$ cat src/rtl/cpu_core_p_if.sv
// rtl/cpu_core_p_if.sv - instruction and data memory bus between cpu_core_p and its memories
// Both ports are plain request/ack: the master holds req and its qualifiers until ack.
interface cpu_core_p_if #(
  parameter int AW = 8,
  parameter int DW = 16
);
  logic [AW-1:0] im_addr;
  logic          im_req;
  logic [15:0]   im_data;
  logic          im_ack;
  logic [AW-1:0] dm_addr;
  logic [DW-1:0] dm_wdata;
  logic          dm_we;
  logic          dm_req;
  logic [DW-1:0] dm_rdata;
  logic          dm_ack;

  modport master (
    output im_addr, im_req, dm_addr, dm_wdata, dm_we, dm_req,
    input  im_data, im_ack, dm_rdata, dm_ack
  );

  modport slave (
    input  im_addr, im_req, dm_addr, dm_wdata, dm_we, dm_req,
    output im_data, im_ack, dm_rdata, dm_ack
  );
endinterface

$ cat src/rtl/cpu_core_p.sv
// rtl/cpu_core_p.sv - multi-cycle 16-bit-instruction core: fetch, decode, execute, memory
// One instruction at a time; memory ports are request/ack with arbitrary wait states.
module cpu_core_p #(
  parameter int DW   = 16,
  parameter int AW   = 8,
  parameter int NREG = 4
) (
  input  logic          clk,
  input  logic          reset,
  cpu_core_p_if.master  bus,
  output logic [AW-1:0] o_pc,
  output logic [15:0]   o_ir,
  output logic [2:0]    o_state,
  output logic          o_zf,
  output logic          o_cf,
  input  logic [2:0]    o_reg_sel,
  output logic [DW-1:0] o_reg_data
);

  localparam int RW = $clog2(NREG);

  typedef enum logic [2:0] {
    S_FETCH  = 3'd0,
    S_DECODE = 3'd1,
    S_EXEC   = 3'd2,
    S_MEM    = 3'd3,
    S_HALT   = 3'd4
  } state_t;

  state_t        state_q;
  logic [AW-1:0] pc_q;
  logic [15:0]   ir_q;
  logic [DW-1:0] regs_q [NREG];
  logic          zf_q, cf_q;
  logic [AW-1:0] dm_addr_q;
  logic [DW-1:0] dm_wdata_q;
  logic          dm_we_q;

  // Instruction fields; register indices wrap modulo NREG by taking the low bits.
  logic [3:0]    op;
  logic [RW-1:0] rd, rs;
  logic [AW-1:0] imm_aw;
  logic [DW-1:0] imm_dw;
  logic [DW-1:0] ra, rb;

  assign op     = ir_q[15:12];
  assign rd     = ir_q[9 +: RW];
  assign rs     = ir_q[0 +: RW];
  assign imm_aw = AW'(ir_q[7:0]);
  assign imm_dw = DW'(ir_q[7:0]);
  assign ra     = regs_q[rd];
  assign rb     = regs_q[rs];

  // Execute-stage datapath: result, carry and the writeback/flag/jump enables.
  logic [DW-1:0] res_d;
  logic          c_d, z_d, wr_d, flag_d, jump_d;

  // ALU and branch decision from the current instruction and pre-write register values.
  always_comb begin
    res_d  = '0;
    c_d    = 1'b0;
    wr_d   = 1'b0;
    flag_d = 1'b0;
    jump_d = 1'b0;
    case (op)
      4'h1: begin res_d = imm_dw; wr_d = 1'b1; end
      4'h4: begin res_d = rb;     wr_d = 1'b1; end
      4'h5: begin {c_d, res_d} = {1'b0, ra} + {1'b0, rb}; wr_d = 1'b1; flag_d = 1'b1; end
      // The extra top bit of the widened difference is the borrow, set exactly when ra < rb.
      4'h6: begin {c_d, res_d} = {1'b0, ra} - {1'b0, rb}; wr_d = 1'b1; flag_d = 1'b1; end
      4'h7: begin res_d = ra & rb; wr_d = 1'b1; flag_d = 1'b1; end
      4'h8: begin res_d = ra | rb; wr_d = 1'b1; flag_d = 1'b1; end
      4'h9: begin res_d = ra ^ rb; wr_d = 1'b1; flag_d = 1'b1; end
      4'hA: begin res_d = {ra[DW-2:0], 1'b0}; c_d = ra[DW-1]; wr_d = 1'b1; flag_d = 1'b1; end
      4'hB: begin res_d = {1'b0, ra[DW-1:1]}; c_d = ra[0];    wr_d = 1'b1; flag_d = 1'b1; end
      4'hC: jump_d = zf_q;
      4'hD: jump_d = cf_q;
      4'hE: jump_d = 1'b1;
      default: ;
    endcase
    z_d = (res_d == '0);
  end

  // Main control FSM with all architectural state; reset overrides any ack in flight.
  always_ff @(posedge clk) begin
    if (reset) begin
      state_q    <= S_FETCH;
      pc_q       <= '0;
      ir_q       <= '0;
      zf_q       <= 1'b0;
      cf_q       <= 1'b0;
      dm_addr_q  <= '0;
      dm_wdata_q <= '0;
      dm_we_q    <= 1'b0;
      for (int i = 0; i < NREG; i++) regs_q[i] <= '0;
    end else begin
      case (state_q)
        S_FETCH: begin
          if (bus.im_ack) begin
            ir_q    <= bus.im_data;
            pc_q    <= pc_q + AW'(1);
            state_q <= S_DECODE;
          end
        end
        S_DECODE: state_q <= S_EXEC;
        S_EXEC: begin
          if (wr_d) regs_q[rd] <= res_d;
          if (flag_d) begin
            zf_q <= z_d;
            cf_q <= c_d;
          end
          if (jump_d) pc_q <= imm_aw;
          case (op)
            4'h2, 4'h3: begin
              dm_addr_q  <= imm_aw;
              dm_wdata_q <= ra;
              dm_we_q    <= (op == 4'h3);
              state_q    <= S_MEM;
            end
            4'hF:    state_q <= S_HALT;
            default: state_q <= S_FETCH;
          endcase
        end
        S_MEM: begin
          if (bus.dm_ack) begin
            if (!dm_we_q) regs_q[rd] <= bus.dm_rdata;
            dm_we_q <= 1'b0;
            state_q <= S_FETCH;
          end
        end
        S_HALT:  state_q <= S_HALT;
        default: state_q <= S_FETCH;
      endcase
    end
  end

  // Requests are decoded from the state register and masked by reset, so nothing is
  // issued while reset is held and the fetch of address 0 starts as soon as it drops.
  assign bus.im_addr  = pc_q;
  assign bus.im_req   = (state_q == S_FETCH) && !reset;
  assign bus.dm_req   = (state_q == S_MEM) && !reset;
  assign bus.dm_addr  = dm_addr_q;
  assign bus.dm_wdata = dm_wdata_q;
  assign bus.dm_we    = dm_we_q && !reset;

  assign o_pc    = pc_q;
  assign o_ir    = ir_q;
  assign o_state = state_q;
  assign o_zf    = zf_q;
  assign o_cf    = cf_q;

  // Observer register read; the select is reduced modulo NREG.
  always_comb begin
    o_reg_data = '0;
    for (int i = 0; i < NREG; i++) begin
      if ((int'(o_reg_sel) % NREG) == i) o_reg_data = regs_q[i];
    end
  end

endmodule
$ cat src/flat_wrapper.sv
// flat-port wrapper written by rule: the top's interface ports become plain ports
module cpu_core_p_flat 
#(
  parameter int DW   = 16,
  parameter int AW   = 8,
  parameter int NREG = 4
)
  (clk, reset, o_pc, o_ir, o_state, o_zf, o_cf, o_reg_sel, o_reg_data, bus_im_addr, bus_im_req, bus_dm_addr, bus_dm_wdata, bus_dm_we, bus_dm_req, bus_im_data, bus_im_ack, bus_dm_rdata, bus_dm_ack);
  cpu_core_p_if #(.AW(AW), .DW(DW)) bus_i ();
  input  logic clk;
  input  logic reset;
  output logic [AW-1:0] o_pc;
  output logic [15:0] o_ir;
  output logic [2:0] o_state;
  output logic o_zf;
  output logic o_cf;
  input  logic [2:0] o_reg_sel;
  output logic [DW-1:0] o_reg_data;
  output wire logic [$bits(bus_i.im_addr)-1:0] bus_im_addr;
  output wire logic [$bits(bus_i.im_req)-1:0] bus_im_req;
  output wire logic [$bits(bus_i.dm_addr)-1:0] bus_dm_addr;
  output wire logic [$bits(bus_i.dm_wdata)-1:0] bus_dm_wdata;
  output wire logic [$bits(bus_i.dm_we)-1:0] bus_dm_we;
  output wire logic [$bits(bus_i.dm_req)-1:0] bus_dm_req;
  input wire logic [$bits(bus_i.im_data)-1:0] bus_im_data;
  input wire logic [$bits(bus_i.im_ack)-1:0] bus_im_ack;
  input wire logic [$bits(bus_i.dm_rdata)-1:0] bus_dm_rdata;
  input wire logic [$bits(bus_i.dm_ack)-1:0] bus_dm_ack;
  assign bus_im_addr = bus_i.im_addr;
  assign bus_im_req = bus_i.im_req;
  assign bus_dm_addr = bus_i.dm_addr;
  assign bus_dm_wdata = bus_i.dm_wdata;
  assign bus_dm_we = bus_i.dm_we;
  assign bus_dm_req = bus_i.dm_req;
  assign bus_i.im_data = bus_im_data;
  assign bus_i.im_ack = bus_im_ack;
  assign bus_i.dm_rdata = bus_dm_rdata;
  assign bus_i.dm_ack = bus_dm_ack;
  cpu_core_p #(.DW(DW), .AW(AW), .NREG(NREG)) u_core (.clk(clk), .reset(reset), .bus(bus_i), .o_pc(o_pc), .o_ir(o_ir), .o_state(o_state), .o_zf(o_zf), .o_cf(o_cf), .o_reg_sel(o_reg_sel), .o_reg_data(o_reg_data));
endmodule
$ cat config.mk
export PLATFORM = sky130hd
export DESIGN_NAME = cpu_core_p_flat
export DESIGN_NICKNAME = d
export VERILOG_FILES = /design/src/rtl/cpu_core_p_if.sv /design/src/rtl/cpu_core_p.sv /design/src/flat_wrapper.sv
export SDC_FILE = /design/constraint.sdc
export NUM_CORES = 1
export LEC_CHECK = 0
export ABC_AREA = 1
export CAP_MARGIN = 20
export CORE_MARGIN = 8
export CORE_UTILIZATION = 52
export DETAILED_ROUTE_END_ITERATION = 12
export PLACE_DENSITY_LB_ADDON = 0.15
export SKIP_LAST_GASP = 1
export SLEW_MARGIN = 20
export SYNTH_ARGS = -nofsm -noshare
export SYNTH_HDL_FRONTEND = slang
export SYNTH_SLANG_ARGS = --single-unit
$ cat constraint.sdc
create_clock -name clk -period 2.8 [get_ports clk]
set_clock_uncertainty 0.1 [all_clocks]
set_input_delay 0.56 -clock clk [delete_from_list [all_inputs] [get_ports clk]]
set_output_delay 0.56 -clock clk [all_outputs]
set_load 0.02 [all_outputs]
==> After elaboration in Yosys (flattened, before gate mapping) <==
Memories as Yosys holds them, arrays and structs flattened. A register that Yosys moved wholly into a read port is not among the register bits.
Index checks and enable logic that the tools add are counted.
{ "totals": {"memories": 1, "elab_cells": 99, "regBits": 54, "ram_bits": 64, "out_inout_bits": 80, "inputBits": 39} }
{ "classes": {"n_bitwise": 4, "mux": 38, "eq_ne": 26, "add_sub_neg": 3, "n_reduce_logical": 19} }
{ "mem_list": {"columns": ["name", "words", "width", "rd", "rd_clocked_by_memory_dff", "wr", "line_no", "text"], "rows": [
  ["u_core.regs_q", 4, 16, 6, 2, 4, "cpu_core_p.sv:33", "logic [DW-1:0] regs_q [NREG];"]
]} }
{ "ops": {"columns": ["cell", "n"], "rows": [
  ["case mux 16 bit (9 select lines)", 1],
  ["two-way mux 16 bit", 6],
  ["== test 4 bit (second input constant)", 8],
  ["zero test 32 bit", 1],
  ["adder 16 x 16 -> 17 bit", 1],
  ["subtractor 16 x 16 -> 17 bit", 1],
  ["bitwise AND 16 bit", 1],
  ["== test 4 x 3 -> 1 bit (second input constant)", 4],
  ["zero test 16 bit", 1],
  ["two-way mux 1 bit", 16],
  ["two-way mux 8 bit", 2],
  ["bitwise OR 16 bit", 1],
  ["case mux 8 bit (2 select lines)", 1],
  ["OR reduction 16 bit", 1],
  ["XOR 16 bit", 1],
  ["case mux 3 bit (5 select lines)", 1],
  ["two-way mux 2 bit", 5],
  ["OR reduction 9 bit", 1],
  ["adder 8 x 1 -> 8 bit (second input constant)", 1],
  ["== test 4 x 2 -> 1 bit (second input constant)", 2],
  ["AND reduction 2 bit", 4],
  ["OR reduction 7 bit", 1],
  ["== test 3 x 2 -> 1 bit (second input constant)", 2],
  ["two-way mux 3 bit", 2],
  ["other kinds (18)", 25]
]} }

==> Depth between registers and ports, before layout <==
{ "logic_depth": {"word_depth": 10, "mapped_depth": 25, "depth_no_buf": 23} }

==> Worst setup path after synthesis <==
No wires, ideal clock.
{ "synth_path": {"path_kind": "reg-to-reg", "from": "register (tool-made name)", "to": "memory u_core.regs_q[3][15], data pin", "n_path_buf": 3, "stages_incl_launch_ff": 21, "required_time_ns": 2.436, "synth_period_minus_slack_ns": 3.085, "arrival_time_ns": 2.721, "slack_ns": -0.285, "setup_time_ns": 0.264, "path_cell_list": "dfxtp_1 buf_2 inv_1 clkbuf_1 nand2_1 nand3_1 and2_1 inv_1 ha_1 clkbuf_1 nor2_1 inv_1 nor2_1 nor2_1 inv_1 a21oi_1 nand3_1 nand3_1 nand3_1 a22oi_1 inv_1"} }
{ "synth_lines": {"columns": ["element", "line_no"], "rows": [
  ["to (decl)", "cpu_core_p.sv:33"]
]} }

==> results summary <==
The post-place setup slack came out at -456 ps. The tightest hold path in the finished design has a slack of 360 ps. After layout, the worst path uses 113% of the clock period. The number of antenna diodes in the final layout is 0. The effective utilization at floorplan is 52.9%.

The wire length of the first global-routing pass came out at 55.4 mm. The post-detailed-route DRC marker count came out at 0. The number of maximum-capacitance violations is 0.

After routing, the total negative slack on setup checks comes to -7720 ps. After detailed routing, the total wire length is 38.2 mm. The initial antenna violation count is 0.

The count of routing violations after the opening detailed-route iteration is 1,391. At the worst endpoint, the required time is 3050 ps. For this run, the number of standard cells in the final layout without fillers is 2,006. STA classifies the critical path endpoint as a flip-flop. The share of final-layout standard cells stronger than drive strength 1 came out at 29.3%. The CTS clock-pin slew for the worst setup and hold paths came out at 60 ps. The pin slew with the least headroom to its limit came out at 844 ps. The power density over the cells is 619 nW/um^2. The detailed-route via count came out at 11,500. The weighted congestion reported at the end of routability-driven placement came out at 0.972. The chip width came out at 151 um.

The distinct cell type count after synthesis came out at 49. The number of I/O port buffers is 117. Setup repair after global routing could not meet its margin everywhere.

Walking the worst path, the cells encountered are nand2_1 > nand3_2 > nand2_4 > inv_4 > ha_4 > inv_4 > fa_2 > inv_1 > nand2_1 > nand2_1 > nor2_1 > nand2_1 > nor2_1 > nand2_1 > nand2_1 > nand2_1 > nor2_2 > nand3_2 > nor2_2 > nand3_2 > a21oi_2. The peak supply drop came out at 0.602 mV. The area added between synthesis and finish came out at 50.4%.

The synthesized design contains 64 enable-type register cells. The synthesized net count came out at 1,565. The final routed wire length divided by cell count came out at 19.0 um. The detailed-routing iteration count for the pre-antenna-repair pass is 8.

The final net count came out at 1,860. TritonCTS built the clock tree. Summing every instance area after synthesis gives 9500 sq um. Of all nets on the critical path, the largest fanout is 3.

The shortest period the worst path allows came out at 3160 ps. Among the stages of the critical path, the cell type that occurs most often is sky130_fd_sc_hd__nand2_1. The destination of the worst register-to-register timing path is u_core.o_zf.

The buffer type at the clock tree root is sky130_fd_sc_hd__clkbuf_16. By startpoint and endpoint, the worst setup path is classified as reg2reg. The critical path's largest stage delay is 550 ps.

The number of buffers inserted for hold repair after clock tree synthesis came out at 0. The data arrival time of the critical path is 3420 ps. The H-tree generated during clock tree synthesis spans 4 levels. The number of cells in the design after placement is 1,950. Counting flops with an async set or reset pin after synthesis yields a share of 0%.

The sequential cell area fraction in the yosys report is 32.5%. The average footprint of a synthesized cell is 6.47 sq um. The number of buffers added by the clock tree synthesis step came out at 17.

The flow ran to the end, but the final reports show violations. Counting instances, the worst hold path has a depth of 2. The most used flip-flop cell after synthesis is sky130_fd_sc_hd__edfxtp_1.

The number of standard cells after synthesis came out at 1,469. Dividing the detail-routed via count by the number of cells gives 5.73. The slack of the critical path is -365 ps. In this run the tightest slew margin relative to its limit is 43.6%. The pin count of the biggest net entering global routing came out at 38.

The placeable core area is 18,000 sq um. For this design the top-level I/O count stands at 119. The buffer levels on the longest clock path came out at 2. The cell with the largest stage delay on the worst path is sky130_fd_sc_hd__fa_2. The worst setup path is launched from a flip-flop. The top achievable clock speed came out at 0.316 GHz. The final-report hold violation count came out at 0. The utilization after layout is 79.5%. In this run the static leakage power is 6.60 nW.

The total half-perimeter wirelength after legalization and detailed placement came out at 27.1 mm. The worst min-delay path class is reg2reg. The global route total overflow is 0. Counting flops and latches in the post-synthesis netlist gives 122. The number of cell rows came out at 49.

The number of clock sinks seen by CTS came out at 122. The count of pins over their slew limit came out at 0. Setup violations remaining at the end of the flow were counted as 51.

The area of the die came out at 22,800 sq um. The yosys synthesis warning count came out at 0. The remaining antenna violation count after routing is 0.

The clock latency on the worst-skew pair came out at 430 ps. The count of cells along the worst register-to-register path came out at 21. The checks that failed: setup timing. Measured along the y axis, the die boundary spans 151 um. The number of global-route vias before repair is 10,500.

The worst hold path begins at u_core.bus.dm_addr[2]. The total routing usage reported by global routing came out at 31.4%. The reg-to-reg critical path startpoint is u_core.regs_q[1][0]. The path with the worst hold slack has its endpoint at u_core.bus.dm_addr[2].

The reg2reg setup slack came out at -360 ps.
per-layer routing:
layer	wire, um	GRT usage, %
met1	15000	41.9
met2	17900	49.8
met3	3940	4.84
met4	1370	13.5
met5	0	0
registers in the layout, summed over array words and instances (netlist names), named ones only:
name / cells
u_core.o_ir: 16
u_core.bus.dm_wdata: 16
u_core.dm_we_q: 1
u_core.regs_q: 64
u_core.o_zf: 1
u_core.bus.dm_addr: 8
u_core.bus.im_addr: 8
u_core.o_cf: 1
u_core.o_state: 3
worst max-delay path: cells and delay by family, from the launching register on:
family	cells	cell delay, ps
and+or+nand+nor	15	1490
buffers and inverters	3	170
AOI/OAI and AO/OA	1	150
adders and majority gates	2	700
DFF	1	480
how the worst max path moves through the flow:
stage	startpoint	to	slack, ps	cells after the start
2_1_floorplan	flip-flop	u_core.regs_q[0][15]	5	21
3_3_place_gp	flip-flop	u_core.regs_q[2][14]	-400	23
3_5_place_dp	flip-flop	u_core.regs_q[0][14]	-460	23
4_1_cts	flip-flop	u_core.o_zf	-250	24
5_1_grt	flip-flop	u_core.regs_q[1][11]	-480	21
6_report	u_core.regs_q[1][0]	u_core.o_zf	-360	21
timing repair:
item                                    CTS  global route
pin swaps                                14            88
gates resized for setup                 104           227
buffers inserted                          5            18
endpoints found under the setup margin   76           138
cloned                                    0             2
metrics by stage:
step | cell area, sq um | power, W
floorplan | 9600 | 0.00398
global placement | 12400 | 0.00558
detailed placement | 12400 | 0.00564
CTS | 13400 | 0.00821
global route | 14300 | 0.00922
finish | 14300 | 0.00884
layout make-up:
cell class / instances / area [sq um]
clock inverters: 12 / 145
inverters: 171 / 667
repair inverters: 1 / 6.26
well taps: 229 / 287
repair buffers: 345 / 3120
multi-input cells: 1106 / 6480
fillers: 1268 / 3680
clock buffers: 20 / 480
flip-flops and latches: 122 / 3090
Yosys cell counts (4+ instances only):
cell type                  number  area, sq um
sky130_fd_sc_hd__a21oi_1       82          410
sky130_fd_sc_hd__buf_2         15         75.1
sky130_fd_sc_hd__buf_4          9         67.6
sky130_fd_sc_hd__clkbuf_1      40          150
sky130_fd_sc_hd__dfxtp_1       58         1160
sky130_fd_sc_hd__edfxtp_1      64         1920
sky130_fd_sc_hd__ha_1          55          688
sky130_fd_sc_hd__inv_1        163          612
sky130_fd_sc_hd__inv_2          4         15.0
sky130_fd_sc_hd__nand2_1      487         1830
sky130_fd_sc_hd__nand2_4        4         45.0
sky130_fd_sc_hd__nand3_1      173          866
sky130_fd_sc_hd__nand3b_1       6         45.0
sky130_fd_sc_hd__nand4_1       21          131
sky130_fd_sc_hd__nor2_1       133          499
sky130_fd_sc_hd__nor3_1         9         45.0
sky130_fd_sc_hd__o21ai_0       79          395
sky130_fd_sc_hd__o21ai_1        4         20.0
sky130_fd_sc_hd__o21bai_1       4         30.0
sky130_fd_sc_hd__o22ai_1        4         25.0
cells in the final DEF (no fill, tap or decap), types with 7 or more instances in the layout:
cell                              count
sky130_fd_sc_hd__clkbuf_16           20
sky130_fd_sc_hd__nor2_1             113
sky130_fd_sc_hd__dfxtp_1             55
sky130_fd_sc_hd__nor2_2              23
sky130_fd_sc_hd__o21ai_0             64
sky130_fd_sc_hd__nand4_1             21
sky130_fd_sc_hd__inv_2               20
sky130_fd_sc_hd__ha_4                18
sky130_fd_sc_hd__nand2_2             48
sky130_fd_sc_hd__buf_4              199
sky130_fd_sc_hd__o21ai_1             13
sky130_fd_sc_hd__ha_1                31
sky130_fd_sc_hd__a21oi_2             17
sky130_fd_sc_hd__edfxtp_1            64
sky130_fd_sc_hd__clkdlybuf4s50_1    101
sky130_fd_sc_hd__a21oi_1             65
sky130_fd_sc_hd__nand3_1            117
sky130_fd_sc_hd__buf_6                9
sky130_fd_sc_hd__nand2_4             19
sky130_fd_sc_hd__inv_1              141
sky130_fd_sc_hd__buf_12              19
sky130_fd_sc_hd__inv_4               10
sky130_fd_sc_hd__nand2_1            425
sky130_fd_sc_hd__nand3_2             51
sky130_fd_sc_hd__clkbuf_2             9
sky130_fd_sc_hd__nand3_4              7
power by group:
part	leakage, nW	switching, W	internal, W	total, W
clock network	0.313	0.000935	0.00145	0.00238
logic	5.15	0.00248	0.00188	0.00435
registers	1.14	0.000116	0.00199	0.00210
logic make-up (layout without fill, tap and decap cells):
group           Yosys count  after routing  synth area share, %
compound gates          190            190                 10.7
simple gates            856            856                 38.5
xor+xnor                  3              3                0.277
buf+inv                 241            549                 10.4
flops                   122            122                 32.5
fa+ha+maj                57             57                 7.67
(Power assumes the default switching activity.)
